==> config.mk <==
export PLATFORM = sky130hd
export DESIGN_NAME = tl_intersection_scheduler
export DESIGN_NICKNAME = d
export VERILOG_FILES = /design/src/rtl/tl_intersection_scheduler.sv
export SDC_FILE = /design/constraint.sdc
export NUM_CORES = 1
export LEC_CHECK = 0
export ABC_AREA = 1
export CAP_MARGIN = 20
export CORE_MARGIN = 5
export CORE_UTILIZATION = 35
export CTS_BUF_LIST = sky130_fd_sc_hd__clkbuf_4 sky130_fd_sc_hd__clkbuf_8
export DETAILED_ROUTE_END_ITERATION = 6
export DONT_BUFFER_PORTS = 1
export PLACE_DENSITY = 0.52
export SYNTH_ARGS = -nofsm -noshare
export SYNTH_HDL_FRONTEND = slang
export SYNTH_SLANG_ARGS = --single-unit
==> constraint.sdc <==
create_clock -name clk -period 2 [get_ports clk]
set_input_delay 0.1 -clock clk [delete_from_list [all_inputs] [get_ports clk]]
set_output_delay 0.1 -clock clk [all_outputs]
set_load 0.005 [all_outputs]
==> src/rtl/tl_intersection_scheduler.sv <==
`default_nettype none
`timescale 1ns/1ps
// ============================================================================
//  Module      : tl_intersection_scheduler
//  Description : Round-robin green-time scheduler for a four-approach
//                intersection with a latched pedestrian walk phase.
//                Light codes per approach: 00 dark, 01 red, 10 yellow,
//                11 green. All outputs are registered.
//  Revision    : 1.0 - initial release
// ============================================================================
module tl_intersection_scheduler #(
    parameter int MIN_GREEN    = 10,
    parameter int MAX_GREEN    = 30,
    parameter int YELLOW_TIME  = 3,
    parameter int ALL_RED_TIME = 2,
    parameter int WALK_TIME    = 8,
    parameter int CNT_W        = 6
) (
    input  logic       clk,
    input  logic       rst,
    input  logic [3:0] req,
    input  logic       ped_req,
    output logic [7:0] light,
    output logic [1:0] grant,
    output logic       walk,
    output logic       ped_pending
);

    typedef enum logic [2:0] {
        S_DARK    = 3'd0,
        S_ALL_RED = 3'd1,
        S_GREEN   = 3'd2,
        S_YELLOW  = 3'd3,
        S_WALK    = 3'd4
    } state_t;

    localparam logic [CNT_W-1:0] c_min_last    = CNT_W'(MIN_GREEN - 1);
    localparam logic [CNT_W-1:0] c_max_last    = CNT_W'(MAX_GREEN - 1);
    localparam logic [CNT_W-1:0] c_yellow_last = CNT_W'(YELLOW_TIME - 1);
    localparam logic [CNT_W-1:0] c_allred_last = CNT_W'(ALL_RED_TIME - 1);
    localparam logic [CNT_W-1:0] c_walk_last   = CNT_W'(WALK_TIME - 1);

    state_t           r_state;
    logic [CNT_W-1:0] r_cnt;
    logic [1:0]       r_ptr;
    logic [1:0]       r_grant;
    logic             r_ped_pending;
    logic             r_last_walk;   // previous non-clearance phase was WALK
    logic [7:0]       r_light;
    logic             r_walk;

    state_t           w_state_nxt;
    logic [CNT_W-1:0] w_cnt_nxt;
    logic [1:0]       w_ptr_nxt;
    logic [1:0]       w_grant_nxt;
    logic             w_ped_nxt;
    logic             w_last_walk_nxt;
    logic [7:0]       w_light_nxt;
    logic             w_walk_nxt;
    logic [1:0]       w_pick;
    logic             w_ped_eff;
    logic             w_compete;
    logic [3:0]       w_others;
    logic [2:0]       w_nonred;

    assign light       = r_light;
    assign grant       = r_grant;
    assign walk        = r_walk;
    assign ped_pending = r_ped_pending;

    // A button press counts as pending in the same cycle it arrives.
    assign w_ped_eff = r_ped_pending | ped_req;
    assign w_others  = req & ~(4'b0001 << r_grant);
    assign w_compete = (|w_others) | w_ped_eff;

    // Round-robin search: ptr+1 has highest priority, ptr itself lowest.
    always_comb begin
        w_pick = r_ptr;
        for (int k = 4; k >= 1; k--) begin
            if (req[r_ptr + 2'(k)]) begin
                w_pick = r_ptr + 2'(k);
            end
        end
    end

    // Next-state, counter and scheduling decisions.
    always_comb begin
        w_state_nxt     = r_state;
        w_cnt_nxt       = r_cnt + 1'b1;
        w_ptr_nxt       = r_ptr;
        w_grant_nxt     = r_grant;
        w_ped_nxt       = w_ped_eff;
        w_last_walk_nxt = r_last_walk;
        case (r_state)
            S_DARK: begin
                w_state_nxt = S_ALL_RED;
                w_cnt_nxt   = '0;
                w_ped_nxt   = 1'b0;
            end
            S_ALL_RED: begin
                if (r_cnt == c_allred_last) begin
                    w_cnt_nxt = '0;
                    if (w_ped_eff && !r_last_walk) begin
                        w_state_nxt     = S_WALK;
                        w_ped_nxt       = 1'b0;
                        w_last_walk_nxt = 1'b1;
                    end else begin
                        w_state_nxt     = S_GREEN;
                        w_last_walk_nxt = 1'b0;
                        if (|req) begin
                            w_ptr_nxt   = w_pick;
                            w_grant_nxt = w_pick;
                        end else begin
                            w_grant_nxt = 2'd0;
                        end
                    end
                end
            end
            S_GREEN: begin
                if (w_compete && (r_cnt >= c_min_last)) begin
                    w_state_nxt = S_YELLOW;
                    w_cnt_nxt   = '0;
                end else if (r_cnt == c_max_last) begin
                    w_cnt_nxt = '0;
                end
            end
            S_YELLOW: begin
                if (r_cnt == c_yellow_last) begin
                    w_state_nxt = S_ALL_RED;
                    w_cnt_nxt   = '0;
                end
            end
            S_WALK: begin
                if (r_cnt == c_walk_last) begin
                    w_state_nxt = S_ALL_RED;
                    w_cnt_nxt   = '0;
                end
            end
            default: begin
                w_state_nxt = S_DARK;
                w_cnt_nxt   = '0;
            end
        endcase
    end

    // Light codes for the upcoming state, so outputs leave a register.
    always_comb begin
        w_light_nxt = 8'h00;
        w_walk_nxt  = (w_state_nxt == S_WALK);
        if (w_state_nxt != S_DARK) begin
            for (int i = 0; i < 4; i++) begin
                w_light_nxt[2*i +: 2] = 2'b01;
                if (2'(i) == w_grant_nxt) begin
                    if (w_state_nxt == S_GREEN) begin
                        w_light_nxt[2*i +: 2] = 2'b11;
                    end else if (w_state_nxt == S_YELLOW) begin
                        w_light_nxt[2*i +: 2] = 2'b10;
                    end
                end
            end
        end
    end

    // State and output registers.
    always_ff @(posedge clk) begin
        if (rst) begin
            r_state       <= S_DARK;
            r_cnt         <= '0;
            r_ptr         <= 2'd3;
            r_grant       <= 2'd0;
            r_ped_pending <= 1'b0;
            r_last_walk   <= 1'b0;
            r_light       <= 8'h00;
            r_walk        <= 1'b0;
        end else begin
            r_state       <= w_state_nxt;
            r_cnt         <= w_cnt_nxt;
            r_ptr         <= w_ptr_nxt;
            r_grant       <= w_grant_nxt;
            r_ped_pending <= w_ped_nxt;
            r_last_walk   <= w_last_walk_nxt;
            r_light       <= w_light_nxt;
            r_walk        <= w_walk_nxt;
        end
    end

    // Number of approaches currently showing something other than red.
    always_comb begin
        w_nonred = 3'd0;
        for (int i = 0; i < 4; i++) begin
            w_nonred = w_nonred + 3'(r_light[2*i +: 2] != 2'b01);
        end
    end

    a_single_active : assert property (@(posedge clk) disable iff (rst)
        (r_state != S_DARK) |-> (w_nonred <= 3'd1));
    a_walk_all_red : assert property (@(posedge clk) disable iff (rst)
        r_walk |-> (r_light == 8'h55));
    a_green_exit : assert property (@(posedge clk) disable iff (rst)
        (r_state == S_GREEN) |=> ((r_state == S_YELLOW) ||
                                  ((r_state == S_GREEN) && $stable(r_grant))));
    a_yellow_exit : assert property (@(posedge clk) disable iff (rst)
        (r_state == S_YELLOW) |=> ((r_state == S_YELLOW) || (r_state == S_ALL_RED)));

endmodule
`default_nettype wire

==> run metrics, run 1 <==
status finished clean; synth warn 0; part of the Yosys area used for sequential elements 0.323; crit path DAT around 1.8 ns; crit end category flip-flop; Reg-to-Reg End light[0]; leading cell types by count after synthesis nand2_1 (45), inv_1 (33), dfxtp_1 (24), nor2_1 (24), nand3_1 (15); io pins 19; Clock Power Share 0.396; DRC viols 0; max-cap violations 0; drt wl/cell between 10 and 15 µm; Power Density 662 nW/µm²; Worst-Skew Late Latency 0.27 ns; first-pass GRT wire length a little under 5 mm; die height between 70 and 80 µm; period utilization 0.822; post-DP HPWL ~2.3 mm; Fin Clk Skew slightly above 0.007 ns; reg2reg setup slack around 0.36 ns; final hold viol count 0; asr flop ratio synth 0; Initial Utilization 0.367; Comb pwr share 0.127; VDD IR max approximately 0.34 mV; final setup fails 0; H-tree Lvls 1; Crit. Startpoint r_cnt[0]; Layout area overhead 8.66%; worst reg2reg startpoint r_cnt[0]; DRT Pass-1 Iters 4; Rows 23; die area around 5700 µm²; final critical-path required period approximately 1.6 ns; NumNets Final 223; Die Wd ~75 µm; core occupancy in the finished layout 0.398; CTS tree yes; Leak a little under 0.8 nW; Core Region 4060 µm²; DRT iter0 DRCs 50; crit path max fanout 5; GRT overflow 0; Num CTS Buffers 3; Setup TNS Final 0 ns; post-cts hold buffer count 1; cells after synthesis roughly 210; Setup CP Type flip-flop to flip-flop; Synth area leaders dfxtp_1 (32%), nand2_1 (11%), inv_1 (8.3%), nor2_1 (6.1%), nand2_4 (5.3%); clock sink total 24; Syn Nets ~220; EDFF count, synth 0; biggest area consumer among synthesized cells dfxtp_1; cts repair resizes 0; hold depth 2; Via density 4.42; FILL cells 446; cell with the most instances after synthesis nand2_1; largest net degree at the start of global routing 15; post-synth top area share 0.323; clk buf depth 2; Hold Path Class input pin to flip-flop; vias ~1,200; RSZ-0062 raised after global routing no; share of power burned in registers 0.476; total track usage 0.110; pins over their slew limit 0; sw power around 0.00026 W; Least-Margin Pin Slew 0.388 ns; Cell Int Power 0.000808 W; Worst Reg-to-Reg Cells 10; Routability Congestion between 0.7 and 0.8; syn avg cell area 7.15 µm²; CP startpoint kind flip-flop; Synth Cell Area around 1500 µm²; ANT cells 0; Post CTS Setup Buffer Count 0; worst setup margin about 0.36 ns; vias in the first global route around 1,100; Synth Flop Type dfxtp_1; Seq cells post-synth 24; initial antenna violation count 0; switch share 0.244; crit path capture light[0]; Max Freq 608 MHz; Antenna Violating Nets Remaining 0; Slew headroom 0.741; I/O Buffers 0; WP data required between 2 and 2.5 ns; Distinct cells, synth 28; hold_ws roughly 0.019 ns; final WL between 2 and 3 mm; Place WS 0.331 ns; clock root buffer clkbuf_8; layout cell share with drive strength beyond 1 0.204; clk slew on worst S/H paths about 0.09 ns
[worst min-delay path by stage]
stage	start	endpoint	slack (ns)
3_3_place_gp	rst	walk	0.17
5_1_grt	rst	r_ptr[1]	0.02
6_report	rst	r_ptr[1]	0.02
4_1_cts	rst	r_ptr[1]	0.02
2_1_floorplan	light[0]	light[0]	0.38
3_5_place_dp	rst	r_state[2]	0.17
[flip-flops by register name, summed over array words and instances, names as in the netlist]
| name | cells |
|---|---|
| light | 8 |
| r_cnt | 6 |
| r_state | 3 |
| grant | 2 |
| r_ptr | 2 |
| ped_pending | 1 |
| r_last_walk | 1 |
| walk | 1 |
[layout by cell type, fill, tap and decap left out, types with 3 or more instances in the layout]
cell type  netlist  routed
nand2_2          8       8
nor2_2           3       3
inv_2            7       7
nand3_1         15      15
nor2_1          24      24
clkbuf_8         0       3
nand2_4          7       7
a21oi_1          6       6
dfxtp_1         24      24
ha_1             4       4
nand3_2          3       3
xor2_1           4       4
nor2_4           3       3
nor3_1           3       3
inv_1           33      33
nand2_1         45      45
[layout make-up]
cell class	count	area (µm²)	share of cell area
Multi-Input combinational cell	141	833	0.515
Sequential cell	24	480	0.297
Inverter	41	159	0.0983
Tap cell	50	62.6	0.0387
Clock buffer	3	41.3	0.0255
Clock inverter	1	30.0	0.0186
Timing Repair Buffer	1	10.0	0.00619
[logic make-up (layout without fill, tap and decap cells)]
logic type | count (synthesis) | after routing | share of synthesized area
adder cells (fa/ha/maj) | 4 | 4 | 0.0336
AO/OA/AOI/OAI | 15 | 15 | 0.0606
XOR/XNOR | 4 | 4 | 0.0235
buffers and inverters | 43 | 46 | 0.117
AND/OR/NAND/NOR | 118 | 118 | 0.442
flip-flops | 24 | 24 | 0.323
[worst max-delay path, cell delays in order, from the launching register on]
cell	delay (ns)
dfxtp_1	0.40
ha_1	0.25
inv_1	0.05
nand2_1	0.06
nor2_1	0.04
o21ai_1	0.16
nand3_1	0.14
a21oi_2	0.22
nand4_1	0.13
nand2_1	0.08
inv_1	0.04
[layer usage]
layer / vias up / GRT usage / routed length, µm
li1: 644 / - / -
met1: 492 / 0.146 / 1360
met2: 15 / 0.184 / 1260
met3: 2 / 0.0280 / 123
met4: 0 / 0.0175 / 19
met5: - / 0 / 0
[through the flow]
stage          cell area [µm²]  total power (W)  cells
2_1_floorplan             1490         0.000635    208
3_3_place_gp              1540         0.000656    256
3_5_place_dp              1540         0.000656    256
4_1_cts                   1620          0.00109    261
5_1_grt                   1620          0.00113    261
6_report                  1620          0.00107    261
[power by group through the flow]
stage / Combinational [W] / Sequential (W) / Clock [W]
floorplan: 0.000118 / 0.000518 / 0
global placement: 0.000134 / 0.000522 / 0
detailed placement: 0.000134 / 0.000522 / 0
CTS: 0.000139 / 0.000511 / 0.000442
global route: 0.000156 / 0.000513 / 0.000466
finish: 0.000136 / 0.000510 / 0.000424
No activity file was read; power rests on OpenSTA's default activity.
==> inputs of run 2 (changes only) <==
==> constraint.sdc (replaced) <==
create_clock -name clk -period 1.7 [get_ports clk]
set_input_delay 0.085 -clock clk [delete_from_list [all_inputs] [get_ports clk]]
set_output_delay 0.085 -clock clk [all_outputs]
set_load 0.005 [all_outputs]
==> run 2 against run 1 <==
Effect of this change:
- clock skew down 0.0039 ns
- flip-flop and latch count unchanged
- design area up 4.9%
- critical endpoint unchanged
==> run metrics, run 2 (synthesis gave the netlist of run 1 again) <==
status finished clean; Max Freq 638 MHz (+5.0%); NumNets Final 227 (+1.8%); post-DP HPWL 2.24 mm (-0.91%); CP startpoint kind flip-flop; hold_ws 0.182 ns (+0.164 ns); Via density 4.45 (+0.71%); largest net degree at the start of global routing 15 (unchanged); Cell Count, Final, Fillers Out 265 (+1.5%); CP peak stage delay 0.37 ns (-0.03 ns); Initial Utilization 0.367 (unchanged); Fin Clk Skew 0.00328 ns (-0.00388 ns); Hold Path Class input pin to flip-flop; Core Region 4060 µm² (unchanged); CTS tree yes; most common cell after layout, fill and taps aside nand2_1; core occupancy in the finished layout 0.418 (+0.0194); die area 5650 µm² (unchanged); I/O Buffers 0 (unchanged); clock sink total 24 (unchanged); Slew headroom 0.753 (+0.0121); Setup CP Type flip-flop to flip-flop; initial antenna violation count 0 (unchanged); Die Wd 75.2 µm (unchanged); CP max-delay cell dfxtp_4; crit path max fanout 4 (-1); Leak 0.820 nW (+3.8%); worst reg2reg startpoint r_cnt[1]; Routability Congestion 0.793 (+2.9%); Crit. Startpoint r_cnt[1]; Power Density 748 nW/µm² (+13%); final hold viol count 0 (unchanged); pins over their slew limit 0 (unchanged); clk slew on worst S/H paths 0.09 ns (about the same); DRT iter0 DRCs 34 (-32%); final setup fails 0 (unchanged); hold_sp ped_req; io pins 19 (unchanged); final WL 2.78 mm (+0.51%); period utilization 0.921 (+0.0990); H-tree Lvls 1 (unchanged); Least-Margin Pin Slew 0.369 ns (-0.0181 ns); clk buf depth 2 (unchanged); GRT overflow 0 (unchanged); final critical-path required period 1.57 ns (-0.0783 ns); Layout area overhead 14.0%; Num CTS Buffers 3 (unchanged); WP data required 1.87 ns (-0.31 ns); max reg flops 8 (unchanged); total track usage 0.111 (+0.00134); first-pass GRT wire length 4.89 mm (-0.41%); Rows 23 (unchanged); layout cell share with drive strength beyond 1 0.260 (+0.0567); commonest non-fill, non-tap cells in the layout nand2_1 (44), inv_1 (30), nor2_1 (23); vias in the first global route 1,108 (+3.6%); vias 1,179 (+2.3%); crit path DAT 1.74 ns (-0.08 ns); VDD IR max 0.503 mV (+47%); clock root buffer clkbuf_8; die height 75.2 µm (unchanged); Antenna Violating Nets Remaining 0 (unchanged); dpl cells 258 (+0.78%); drt wl/cell 10.5 µm (-1.0%); DRT Pass-1 Iters 4 (unchanged); crit end category flip-flop; Cell Chain, Critical Path inv_4, ha_4, inv_2, nand2_2, nor2_2, o21ai_2, nand3_1, a21oi_2, nand4_1, nand2_1, inv_1; worst setup margin 0.134 ns (-0.222 ns); Place WS 0.0605 ns (-0.271 ns); max-cap violations 0 (unchanged); DRC viols 0 (unchanged); Worst-Skew Late Latency 0.27 ns (about the same); ANT cells 0 (unchanged)
-- run 2: per-stage QoR --
step	instance area [µm²]	power [W]	setup TNS, ns
detailed placement	1560	0.000772	0
global route	1700	0.00135	-0.00146
floorplan	1490	0.000748	0
global placement	1560	0.000774	0
finish	1700	0.00127	0
CTS	1640	0.00128	0
-- run 2: power breakdown --
part           internal, W  switching (W)  leakage (nW)  total (W)
sequential        0.000581      0.0000171         0.197   0.000598
combinational    0.0000622       0.000110         0.587   0.000172
clock             0.000315       0.000183        0.0357   0.000497
-- run 2: per-layer routing --
metal  GRT usage  up-vias  routed length, µm
met5           0        -                  0
met4      0.0291        0                 29
met3      0.0294        5                105
met2       0.198       14               1360
met1       0.132      510               1290
li1            -      650                  -
-- run 2: worst paths after layout --
path / endpoint / cells after the start / slack [ns]
setup reg to reg: light[0] / 11 / 0.13
setup / recovery: light[0] / 11 / 0.13
hold / removal: ped_pending / 4 / 0.18
hold reg to reg: r_cnt[0] / 1 / 0.47
-- run 2: area by class of cell --
| type | count | area, µm² |
|---|---|---|
| clock buffer | 3 | 41.3 |
| multi-input combinational | 141 | 857 |
| timing repair buffer | 5 | 55.1 |
| sequential | 24 | 488 |
| inverter | 41 | 161 |
| clock inverter | 1 | 30.0 |
| fill | 408 | 2360 |
| tap | 50 | 62.6 |
-- run 2: what timing repair did --
action,CTS,global route
hold endpoints to repair,12,1
gates resized for setup,0,14
hold buffers,1,1
buffers inserted,0,1
endpoints found under the setup margin,0,9
-- run 2: critical path: cells and delay by family (launching register included) --
kind            cells  cell delay [ns]
simple gates        5             0.41
compound gates      2             0.41
flops               1             0.37
fa+ha+maj           1             0.14
buf+inv             3             0.12
